--- src/rtl/ex_stage.sv ---
// ex_stage: execute stage of a 5-stage integer pipeline.
// Selects operands with EX/MEM forwarding, evaluates the ALU, and holds the
// EX/MEM and MEM/WB pipeline registers. MUL runs on a 4-cycle byte-serial
// multiplier and stalls the ID stage through ex_ready.
// Ports:
//   clk, rstn                 clock, synchronous active-low reset
//   id_valid                  ID presents an instruction this cycle
//   id_regWrEn/id_regWrAddr   destination write enable / register
//   id_aluOp                  ALU operation code
//   id_aluSrc1/id_aluSrc2     operand select: 0 imm, 1 regfile, 2 EX, 3 MEM
//   id_rdata1/2, id_imm,id_pc operand sources and instruction PC
//   ex_ready                  EX can accept an instruction (FSM idle)
//   ex_regWrEn/Addr, ex_result    EX/MEM register (EX forwarding source)
//   mem_regWrEn/Addr, mem_result  MEM/WB register (MEM forwarding source)
//   ovf                       one-cycle pulse after an overflowing ADD
module ex_stage (
  input  logic        clk,
  input  logic        rstn,
  input  logic        id_valid,
  input  logic        id_regWrEn,
  input  logic [4:0]  id_regWrAddr,
  input  logic [3:0]  id_aluOp,
  input  logic [1:0]  id_aluSrc1,
  input  logic [1:0]  id_aluSrc2,
  input  logic [31:0] id_rdata1,
  input  logic [31:0] id_rdata2,
  input  logic [31:0] id_imm,
  input  logic [31:0] id_pc,
  output logic        ex_ready,
  output logic        ex_regWrEn,
  output logic [4:0]  ex_regWrAddr,
  output logic [31:0] ex_result,
  output logic        mem_regWrEn,
  output logic [4:0]  mem_regWrAddr,
  output logic [31:0] mem_result,
  output logic        ovf
);

  typedef enum logic [0:0] {IDLE = 1'b0, MUL_BUSY = 1'b1} state_t;

  localparam logic [3:0] OP_ADDU = 4'd0,  OP_SUBU = 4'd1,  OP_OR  = 4'd2,
                         OP_AND  = 4'd3,  OP_MUL  = 4'd4,  OP_SLT = 4'd5,
                         OP_XOR  = 4'd6,  OP_NOR  = 4'd7,  OP_SLL = 4'd8,
                         OP_SRL  = 4'd9,  OP_SRA  = 4'd10, OP_ADD = 4'd11,
                         OP_LINK = 4'd12;

  state_t      state_q, state_d;
  logic        ex_we_q, ex_we_d, mem_we_q, mem_we_d, ovf_q, ovf_d;
  logic [4:0]  ex_addr_q, ex_addr_d, mem_addr_q, mem_addr_d;
  logic [31:0] ex_res_q, ex_res_d, mem_res_q, mem_res_d;
  logic [31:0] mul_a_q, mul_a_d, mul_b_q, mul_b_d, acc_q, acc_d;
  logic [1:0]  cnt_q, cnt_d;
  logic        mul_we_q, mul_we_d;
  logic [4:0]  mul_addr_q, mul_addr_d;

  logic [31:0] op1_s, op2_s, alu_s, sum_s, partial_s;
  logic [7:0]  mul_byte_s;
  logic        add_ovf_s, accept_s;

  // Operand mux; forwarded stages holding a bubble naturally supply 0.
  function automatic logic [31:0] sel_operand(input logic [1:0] src,
                                              input logic [31:0] rf,
                                              input logic [31:0] imm,
                                              input logic [31:0] ex_fwd,
                                              input logic [31:0] mem_fwd);
    case (src)
      2'd0:    sel_operand = imm;
      2'd1:    sel_operand = rf;
      2'd2:    sel_operand = ex_fwd;
      2'd3:    sel_operand = mem_fwd;
      default: sel_operand = 32'd0;
    endcase
  endfunction

  assign ex_ready      = (state_q == IDLE);
  assign ex_regWrEn    = ex_we_q;
  assign ex_regWrAddr  = ex_addr_q;
  assign ex_result     = ex_res_q;
  assign mem_regWrEn   = mem_we_q;
  assign mem_regWrAddr = mem_addr_q;
  assign mem_result    = mem_res_q;
  assign ovf           = ovf_q;

  // Operand selection and single-cycle ALU.
  always_comb begin
    op1_s     = sel_operand(id_aluSrc1, id_rdata1, id_imm, ex_res_q, mem_res_q);
    op2_s     = sel_operand(id_aluSrc2, id_rdata2, id_imm, ex_res_q, mem_res_q);
    sum_s     = op1_s + op2_s;
    add_ovf_s = (op1_s[31] == op2_s[31]) && (sum_s[31] != op1_s[31]);
    case (id_aluOp)
      OP_ADDU: alu_s = sum_s;
      OP_SUBU: alu_s = op1_s - op2_s;
      OP_OR:   alu_s = op1_s | op2_s;
      OP_AND:  alu_s = op1_s & op2_s;
      OP_SLT:  alu_s = ($signed(op1_s) < $signed(op2_s)) ? 32'd1 : 32'd0;
      OP_XOR:  alu_s = op1_s ^ op2_s;
      OP_NOR:  alu_s = ~(op1_s | op2_s);
      OP_SLL:  alu_s = op2_s << op1_s[4:0];
      OP_SRL:  alu_s = op2_s >> op1_s[4:0];
      OP_SRA:  alu_s = $signed(op2_s) >>> op1_s[4:0];
      OP_ADD:  alu_s = sum_s;
      OP_LINK: alu_s = id_pc + 32'd8;
      default: alu_s = 32'd0;
    endcase
  end

  // Next-state logic for the FSM, multiplier and both pipeline registers.
  always_comb begin
    // Byte-serial multiply: weight of byte cnt is 2^(8*cnt), truncated to 32 bits.
    mul_byte_s = mul_b_q[{cnt_q, 3'b000} +: 8];
    partial_s  = (mul_a_q * {24'd0, mul_byte_s}) << {cnt_q, 3'b000};
    accept_s   = id_valid && (state_q == IDLE);

    state_d    = state_q;
    mul_a_d    = mul_a_q;
    mul_b_d    = mul_b_q;
    mul_we_d   = mul_we_q;
    mul_addr_d = mul_addr_q;
    acc_d      = acc_q;
    cnt_d      = cnt_q;
    ex_we_d    = 1'b0;
    ex_addr_d  = 5'd0;
    ex_res_d   = 32'd0;
    ovf_d      = 1'b0;

    case (state_q)
      IDLE: begin
        if (accept_s && (id_aluOp == OP_MUL)) begin
          mul_a_d    = op1_s;
          mul_b_d    = op2_s;
          mul_we_d   = id_regWrEn;
          mul_addr_d = id_regWrAddr;
          acc_d      = 32'd0;
          cnt_d      = 2'd0;
          state_d    = MUL_BUSY;
        end else if (accept_s) begin
          // An overflowing ADD still writes the wrapped sum but never commits.
          ex_we_d   = id_regWrEn && !((id_aluOp == OP_ADD) && add_ovf_s);
          ex_addr_d = id_regWrAddr;
          ex_res_d  = alu_s;
          ovf_d     = (id_aluOp == OP_ADD) && add_ovf_s;
        end else begin
          state_d = IDLE;
        end
      end
      MUL_BUSY: begin
        acc_d = acc_q + partial_s;
        cnt_d = cnt_q + 2'd1;
        if (cnt_q == 2'd3) begin
          ex_we_d   = mul_we_q;
          ex_addr_d = mul_addr_q;
          ex_res_d  = acc_q + partial_s;
          state_d   = IDLE;
        end else begin
          state_d = MUL_BUSY;
        end
      end
      default: state_d = IDLE;
    endcase

    mem_we_d   = ex_we_q;
    mem_addr_d = ex_addr_q;
    mem_res_d  = ex_res_q;
  end

  // State registers with synchronous active-low reset.
  always_ff @(posedge clk) begin
    if (!rstn) begin
      state_q    <= IDLE;
      ex_we_q    <= 1'b0;
      ex_addr_q  <= 5'd0;
      ex_res_q   <= 32'd0;
      mem_we_q   <= 1'b0;
      mem_addr_q <= 5'd0;
      mem_res_q  <= 32'd0;
      ovf_q      <= 1'b0;
      mul_a_q    <= 32'd0;
      mul_b_q    <= 32'd0;
      mul_we_q   <= 1'b0;
      mul_addr_q <= 5'd0;
      acc_q      <= 32'd0;
      cnt_q      <= 2'd0;
    end else begin
      state_q    <= state_d;
      ex_we_q    <= ex_we_d;
      ex_addr_q  <= ex_addr_d;
      ex_res_q   <= ex_res_d;
      mem_we_q   <= mem_we_d;
      mem_addr_q <= mem_addr_d;
      mem_res_q  <= mem_res_d;
      ovf_q      <= ovf_d;
      mul_a_q    <= mul_a_d;
      mul_b_q    <= mul_b_d;
      mul_we_q   <= mul_we_d;
      mul_addr_q <= mul_addr_d;
      acc_q      <= acc_d;
      cnt_q      <= cnt_d;
    end
  end

endmodule
--- config.mk ---
export PLATFORM = sky130hd
export DESIGN_NAME = ex_stage
export DESIGN_NICKNAME = d
export VERILOG_FILES = /design/src/rtl/ex_stage.sv
export SDC_FILE = /design/constraint.sdc
export NUM_CORES = 2
export LEC_CHECK = 0
export ABC_AREA = 1
export BUFFER_PORTS_ARGS = -buffer_cell sky130_fd_sc_hd__buf_2
export CORE_MARGIN = 3
export CORE_UTILIZATION = 55
export CTS_CLUSTER_DIAMETER = 60
export DETAILED_ROUTE_END_ITERATION = 12
export PLACE_DENSITY_LB_ADDON = 0.25
export SLEW_MARGIN = 20
export SYNTH_ARGS = -nofsm -noshare
export SYNTH_HDL_FRONTEND = slang
export SYNTH_SLANG_ARGS = --single-unit
--- constraint.sdc ---
create_clock -name clk -period 9.1 [get_ports clk]
set_clock_uncertainty 0.05 [all_clocks]
set_input_delay 0.455 -clock clk [delete_from_list [all_inputs] [get_ports clk]]
set_output_delay 0.455 -clock clk [all_outputs]
set_load 0.1 [all_outputs]
==> Word level (Yosys, flattened, before mapping) <==
Cells that the tools add are included.
{ "word_totals": {"register_bits": 182, "in_bits": 145, "word_cells": 90} }
{ "op_classes": {"add_sub_neg": 5, "mul": 1, "order_cmp": 1, "eq_ne": 22, "n_shift": 5, "n_mux": 23, "bitwise": 7, "reduce_logical": 12} }
{ "op_table": {"columns": ["op", "n"], "rows": [
  ["$pmux W32 S11", 1],
  ["$pmux W32 S4", 2],
  ["$mux W32", 4],
  ["$pmux W32 S2", 2],
  ["$add A32 B32 Y32", 2],
  ["$shl A32 B5 Y32", 2],
  ["$add A32 B4 Y32 const B", 1],
  ["$and A32 B32 Y32", 1],
  ["$lt A32 B32 Y1", 1],
  ["$mul A32 B8 Y32", 1],
  ["$not A32 Y32", 1],
  ["$or A32 B32 Y32", 1],
  ["$shiftx A32 B6 Y8", 1],
  ["$shr A32 B5 Y32", 1],
  ["$sshr A32 B5 Y32", 1],
  ["$sub A32 B32 Y32", 1],
  ["$xor A32 B32 Y32", 1],
  ["$eq A4 B4 Y1 const B", 5],
  ["$eq A4 B3 Y1 const B", 4],
  ["$mux W5", 3],
  ["$eq A2 B2 Y1 const B", 5],
  ["$pmux W5 S2", 1],
  ["$eq A4 B2 Y1 const B", 2],
  ["$mux W1", 6],
  ["17 further kinds", 26]
]} }

==> Logic depth before layout (Yosys ltp) <==
{ "logic_depth": {"depth_word": 11, "mapped_depth": 42, "ltp_nobuf": 42} }

==> Worst setup path before layout <==
No wires, ideal clock.
{ "synth_path": {"path_kind": "register -> register", "startpoint": "register cnt_q[1]", "endpoint": "register ex_res_q[29] (netlist: ex_result[29])", "setup_ps": 132, "arrival_time_ps": 6693, "t_required_ps": 8918, "slack_ps": 2225, "path_stages_with_launch": 36, "n_path_buf": 4, "cell_sequence": "dfxtp_1 -> buf_2 -> inv_1 -> buf_2 -> nand3_1 -> nand2_1 -> clkbuf_1 -> clkbuf_1 -> nor2_1 -> fa_1 -> fa_1 -> fa_1 -> inv_1 -> fa_1 -> inv_1 -> ha_1 -> nand2_1 -> nor2_1 -> o21ai_0 -> nand2_1 -> a31oi_1 -> o21ai_0 -> nand3_1 -> nand2_1 -> xor2_1 -> nor2_1 -> a2bb2oi_1 -> ha_1 -> a21oi_1 -> nor2_1 -> nor2_1 -> nand2_1 -> a2111oi_0 -> nand3_1 -> nand4_1 -> a21oi_1"} }
{ "synth_via": {"elab_chain_len": 6} }
{ "synth_rtl": {"columns": ["item", "line", "text"], "rows": [
  ["start, declared", "52", "logic [1:0] cnt_q, cnt_d;"],
  ["start signal, assigned", "197", "cnt_q <= cnt_d;"],
  ["$shiftx A32 B6 Y8", "110", "mul_byte_s = mul_b_q[{cnt_q, 3'b000} +: 8];"],
  ["$mul A32 B8 Y32", "111", "partial_s = (mul_a_q * {24'd0, mul_byte_s}) << {cnt_q, 3'b000};"],
  ["$shl A32 B5 Y32", "111", null],
  ["$add A32 B32 Y32", "152", "ex_res_d = acc_q + partial_s;"],
  ["$mux W32 (*)", "149", "if (cnt_q == 2'd3) begin"],
  ["$pmux W32 S2 (*)", "126", "case (state_q)"],
  ["end signal, assigned", "187", "ex_res_q <= ex_res_d;"],
  ["end, declared", "50", "logic [31:0] ex_res_q, ex_res_d, mem_res_q, mem_res_d;"]
]} }
Every way passes the cells marked *; elsewhere a longest branch is shown, timed or not.
A chain may end at the register's enable or synchronous reset.

==> Worst setup path after layout <==
{ "layout_path": {"startpoint": "register cnt_q[0]", "endpoint": "register ex_res_q[29] (netlist: ex_result[29])"} }
Same word-level chain as after synthesis.

==> flow_summary.html <==
<table>
<tr><th>Metric</th><th>Value</th></tr>
<tr><th colspan="2">Floorplan</th></tr>
<tr><td>Core outline area</td><td>0.0481 mm^2</td></tr>
<tr><td>Num rows</td><td>80</td></tr>
<tr><td>Height of the die</td><td>228 um</td></tr>
<tr><td>Count of boundary I/O pins</td><td>223</td></tr>
<tr><td>Die Span X</td><td>228 um</td></tr>
<tr><td>Initial core utilization</td><td>56.2%</td></tr>
<tr><td>DIE AREA</td><td>0.0519 mm^2</td></tr>
<tr><th colspan="2">Pwr</th></tr>
<tr><td>Net switching power</td><td>0.00157 W</td></tr>
<tr><td>Net switching share of the total power</td><td>49.9%</td></tr>
<tr><td>Internal power of the cells</td><td>0.00157 W</td></tr>
<tr><td>P_leak</td><td>14.4 nW</td></tr>
<tr><td>Overall power of the completed layout</td><td>0.00314 W</td></tr>
<tr><td>Clock power frac</td><td>24.3%</td></tr>
<tr><td>Part of the total power dissipated in combinational logic</td><td>48.6%</td></tr>
<tr><td>Part of the power in registers</td><td>27.1%</td></tr>
<tr><td>Worst vdd ir</td><td>0.000151 V</td></tr>
<tr><td>Power density over cell area</td><td>107 mW/mm^2</td></tr>
<tr><th colspan="2">Global routing</th></tr>
<tr><td>Number of antenna violations at the first check in global routing</td><td>12</td></tr>
<tr><td>Peak-usage layer in the global routing report</td><td>met2</td></tr>
<tr><td>Met2 Use GR</td><td>67.3%</td></tr>
<tr><td>Overflow left after global routing</td><td>0</td></tr>
<tr><td>Maximum number of pins on one net before global-route repair</td><td>135</td></tr>
<tr><td>Global routing usage summed across all routing layers</td><td>48.1%</td></tr>
<tr><td>First-pass GRT wire length</td><td>189,000 um</td></tr>
<tr><td>Met3 track demand over resource</td><td>17.8%</td></tr>
<tr><td>Met1 usage</td><td>61.8%</td></tr>
<tr><td>Via count of the first global-routing pass</td><td>30,300</td></tr>
<tr><th colspan="2">Final layout</th></tr>
<tr><td>Most common cell after layout, fill and taps aside</td><td>nand2_1</td></tr>
<tr><td>Sequential cell area</td><td>0.00364 mm^2</td></tr>
<tr><td>Filler Cell Count</td><td>4,812</td></tr>
<tr><td>Fraction of final layout cells with drive strength greater than 1</td><td>8.58%</td></tr>
<tr><td>Multi-input gate area in the final layout</td><td>0.0202 mm^2</td></tr>
<tr><td>Nets</td><td>5,080</td></tr>
<tr><td>Post-synthesis to final-layout area growth</td><td>8.02%</td></tr>
<tr><td>Leading cell types in the layout, fill and taps excluded</td><td>1,058 x nand2_1, 610 x inv_1, 541 x nand3_1</td></tr>
<tr><th colspan="2">Timing</th></tr>
<tr><td>Fraction of the cycle the final worst path needs</td><td>94.1%</td></tr>
<tr><td>Finish-stage setup viols</td><td>0</td></tr>
<tr><td>Total negative slack</td><td>0 ns</td></tr>
<tr><td>Max-slew violation count</td><td>0</td></tr>
<tr><td>Final Hold Vio Count</td><td>0</td></tr>
<tr><td>Relative slew margins</td><td>21.6%</td></tr>
<tr><td>Max Fclk</td><td>117 MHz</td></tr>
<tr><td>Unrepaired setup endpoints after global routing</td><td>false</td></tr>
<tr><td>Fin crit period</td><td>8.56 ns</td></tr>
<tr><td>Worst Max-Slew Pin Slew</td><td>1.17 ns</td></tr>
<tr><td>Final worst-path setup slack</td><td>0.536 ns</td></tr>
<tr><td>Worst hold slack</td><td>0.189 ns</td></tr>
<tr><th colspan="2">Critical path</th></tr>
<tr><td>Startpoint kind of the worst setup timing path</td><td>register</td></tr>
<tr><td>Crit. End Element</td><td>register</td></tr>
<tr><td>Critical path arrival</td><td>8.92 ns</td></tr>
<tr><td>Worst-path fanout max</td><td>22</td></tr>
<tr><td>Cell repeated most along the worst path</td><td>nand2_1</td></tr>
<tr><td>Cell at the slowest stage of the critical path</td><td>clkinv_1</td></tr>
<tr><td>Largest incremental delay on the critical path</td><td>0.62 ns</td></tr>
<tr><td>Type of the worst setup path</td><td>register to register</td></tr>
<tr><td>Required time worst endpoint</td><td>9.46 ns</td></tr>
<tr><th colspan="2">Drt</th></tr>
<tr><td>Total routed wirelength</td><td>131,000 um</td></tr>
<tr><td>Antenna Nets Post-Route</td><td>0</td></tr>
<tr><td>Detailed-router iteration count before antenna repair</td><td>9</td></tr>
<tr><td>Vias</td><td>33,300</td></tr>
<tr><td>Vias per Instance</td><td>6.32</td></tr>
<tr><td>Detail-routed net length per standard cell</td><td>24.7 um</td></tr>
<tr><td>DRC violation count after routing</td><td>0</td></tr>
<tr><td>Violation count after the first detailed-route iteration</td><td>5,121</td></tr>
<tr><th colspan="2">Synth</th></tr>
<tr><td>Synth area leaders</td><td>nand2_1 15%, dfxtp_1 13%, fa_1 12%</td></tr>
<tr><td>Cell area after synthesis</td><td>0.0271 mm^2</td></tr>
<tr><td>Synthesized Nets</td><td>4,971</td></tr>
<tr><td>Seq cells post-synth</td><td>182</td></tr>
<tr><td>Dominant combinational cell family by area after synthesis</td><td>simple AND/OR/NAND/NOR gates</td></tr>
<tr><td>Number of synthesized flops with an enable pin</td><td>0</td></tr>
<tr><td>Area share of the largest cell type after synthesis</td><td>14.7%</td></tr>
<tr><td>Post-synthesis instance total</td><td>4,494</td></tr>
<tr><td>Library cell with the largest summed area after synthesis</td><td>nand2_1</td></tr>
<tr><td>Post-Synthesis Mean Instance Area</td><td>6.03 um^2</td></tr>
<tr><td>Seq/Total Area, Yosys</td><td>13.5%</td></tr>
<tr><td>Fraction of synthesis flops using an asynchronous set or reset pin</td><td>0%</td></tr>
<tr><td>Share of synthesized cell area in and, or, nand and nor gates</td><td>35.3%</td></tr>
<tr><td>Syn. warnings</td><td>0</td></tr>
<tr><td>Post-Synth XOR/XNOR Area</td><td>0.841%</td></tr>
<tr><td>Multiplexer share of the synthesized area</td><td>0.0739%</td></tr>
<tr><td>Compound-gate portion of the synthesized area</td><td>18.6%</td></tr>
<tr><td>Dominant synthesized flop cell</td><td>dfxtp_1</td></tr>
<tr><td>Arithmetic-cell share of the synthesized area counting full adders, half adders and majority gates</td><td>19.7%</td></tr>
<tr><td>Yosys cell types</td><td>61</td></tr>
<tr><th colspan="2">Clock tree</th></tr>
<tr><td>CTS tree</td><td>yes</td></tr>
<tr><td>Longest Clk Path Bufs</td><td>2</td></tr>
<tr><td>Count of hold-fix buffers inserted at cts</td><td>0</td></tr>
<tr><td>Number of sinks handled by clock tree synthesis</td><td>182</td></tr>
<tr><td>CTS root buffer</td><td>clkbuf_16</td></tr>
<tr><td>Cts repair resizes</td><td>0</td></tr>
<tr><td>Total clock buffers created by CTS</td><td>17</td></tr>
<tr><td>Number of post-CTS setup repair buffers</td><td>0</td></tr>
<tr><td>Number of levels in the clock H-tree</td><td>4</td></tr>
<tr><td>Worst skew pair latency</td><td>0.48 ns</td></tr>
<tr><td>Clock edge transition at the registers on the reported setup and hold paths</td><td>0.08 ns</td></tr>
<tr><th colspan="2">Placed design</th></tr>
<tr><td>Post-detailed-placement half-perimeter wirelength</td><td>105,000 um</td></tr>
<tr><td>DP Worst Slack</td><td>0.895 ns</td></tr>
<tr><td>Final estimated routing congestion in global placement</td><td>1.21</td></tr>
<tr><td>I/O Buffers</td><td>222</td></tr>
<tr><th colspan="2">Run</th></tr>
<tr><td>Maxcap violations</td><td>0</td></tr>
<tr><th colspan="2">Worst hold path</th></tr>
<tr><td>Class of the most critical hold timing path</td><td>primary input to register</td></tr>
<tr><th colspan="2">Run status</th></tr>
<tr><td>Status</td><td>finished clean</td></tr>
</table>
## logic make-up (layout without fill, tap and decap cells)
logic type	Yosys count	after routing
adder cells (fa/ha/maj)	332	332
AND/OR/NAND/NOR	2234	2234
buffers and inverters	831	953
other	0	6
flip-flops	182	182
XOR/XNOR	26	26
multiplexers	2	2
AO/OA/AOI/OAI	887	887
## metal layers
metal / part of all wire, % / vias to the layer above
met5: 0.044 / -
met4: 8.0 / 8
met3: 16 / 510
met2: 39 / 2568
met1: 37 / 15300
li1: - / 15000
## layout make-up
cell class | count | area share [%]
clock buffer | 21 | 1.54
inverter | 633 | 8.15
tap | 656 | 2.81
sequential | 182 | 12.5
antenna | 6 | 0.0513
clock inverter | 11 | 0.402
timing repair buffer | 288 | 5.51
multi-input combinational | 3481 | 69.1
## worst max-delay path: cells and delay by family (launching register included)
| family | cells | cell delay, ns |
|---|---|---|
| adder cells (fa/ha/maj) | 6 | 2.68 |
| AND/OR/NAND/NOR | 16 | 2.56 |
| flip-flops | 1 | 0.31 |
| AO/OA/AOI/OAI | 7 | 1.57 |
| buffers and inverters | 6 | 1.31 |
## per-stage QoR
stage / util, % / cells / instance area (um^2)
3_3_place_gp: 59.5 / 5240 / 28700
3_5_place_dp: 59.5 / 5240 / 28700
2_1_floorplan: - / 4494 / 27100
4_1_cts: 60.7 / 5272 / 29200
6_report: 60.7 / 5278 / 29200
5_1_grt: 60.7 / 5277 / 29200
## synth_stat cells (46+ instances only)
library cell	n
dfxtp_1	182
clkbuf_1	122
o21ai_1	51
fa_1	159
o21ai_0	279
buf_2	50
nand4_1	77
inv_1	611
ha_1	173
nand2_1	1058
nor3_1	46
a21oi_1	335
nand3_1	541
nor2_1	435
## sequential cells by signal, indices dropped and copies added, names as in the netlist, 2 cells and up
name / flops
ex_result: 32
mul_addr_q: 5
mul_b_q: 32
mul_a_q: 32
acc_q: 32
mem_result: 32
ex_regWrAddr: 5
cnt_q: 2
mem_regWrAddr: 5
## power by group through the flow
stage	combinational (W)	clock, W	sequential [W]
after floorplan	0.000810	0	0.000964
after global placement	0.00143	0	0.000867
after detailed placement	0.00143	0	0.000866
after CTS	0.00143	0.000758	0.000848
after global routing	0.00159	0.000790	0.000851
final	0.00152	0.000762	0.000851
## worst paths after layout
kind / start / end / slack (ns) / cells after the start
setup / recovery: cnt_q[0]$_SDFFE_PN0P_ / ex_result[29]$_SDFF_PN0_ / 0.54 / 35
hold / removal: id_regWrAddr[1] / mul_addr_q[1]$_SDFFE_PN0P_ / 0.19 / 3
setup reg to reg: cnt_q[0]$_SDFFE_PN0P_ / ex_result[29]$_SDFF_PN0_ / 0.54 / 35
hold reg to reg: ex_regWrAddr[2]$_SDFF_PN0_ / mem_regWrAddr[2]$_SDFF_PN0_ / 0.39 / 2
Power figures use the tool's default switching activity.
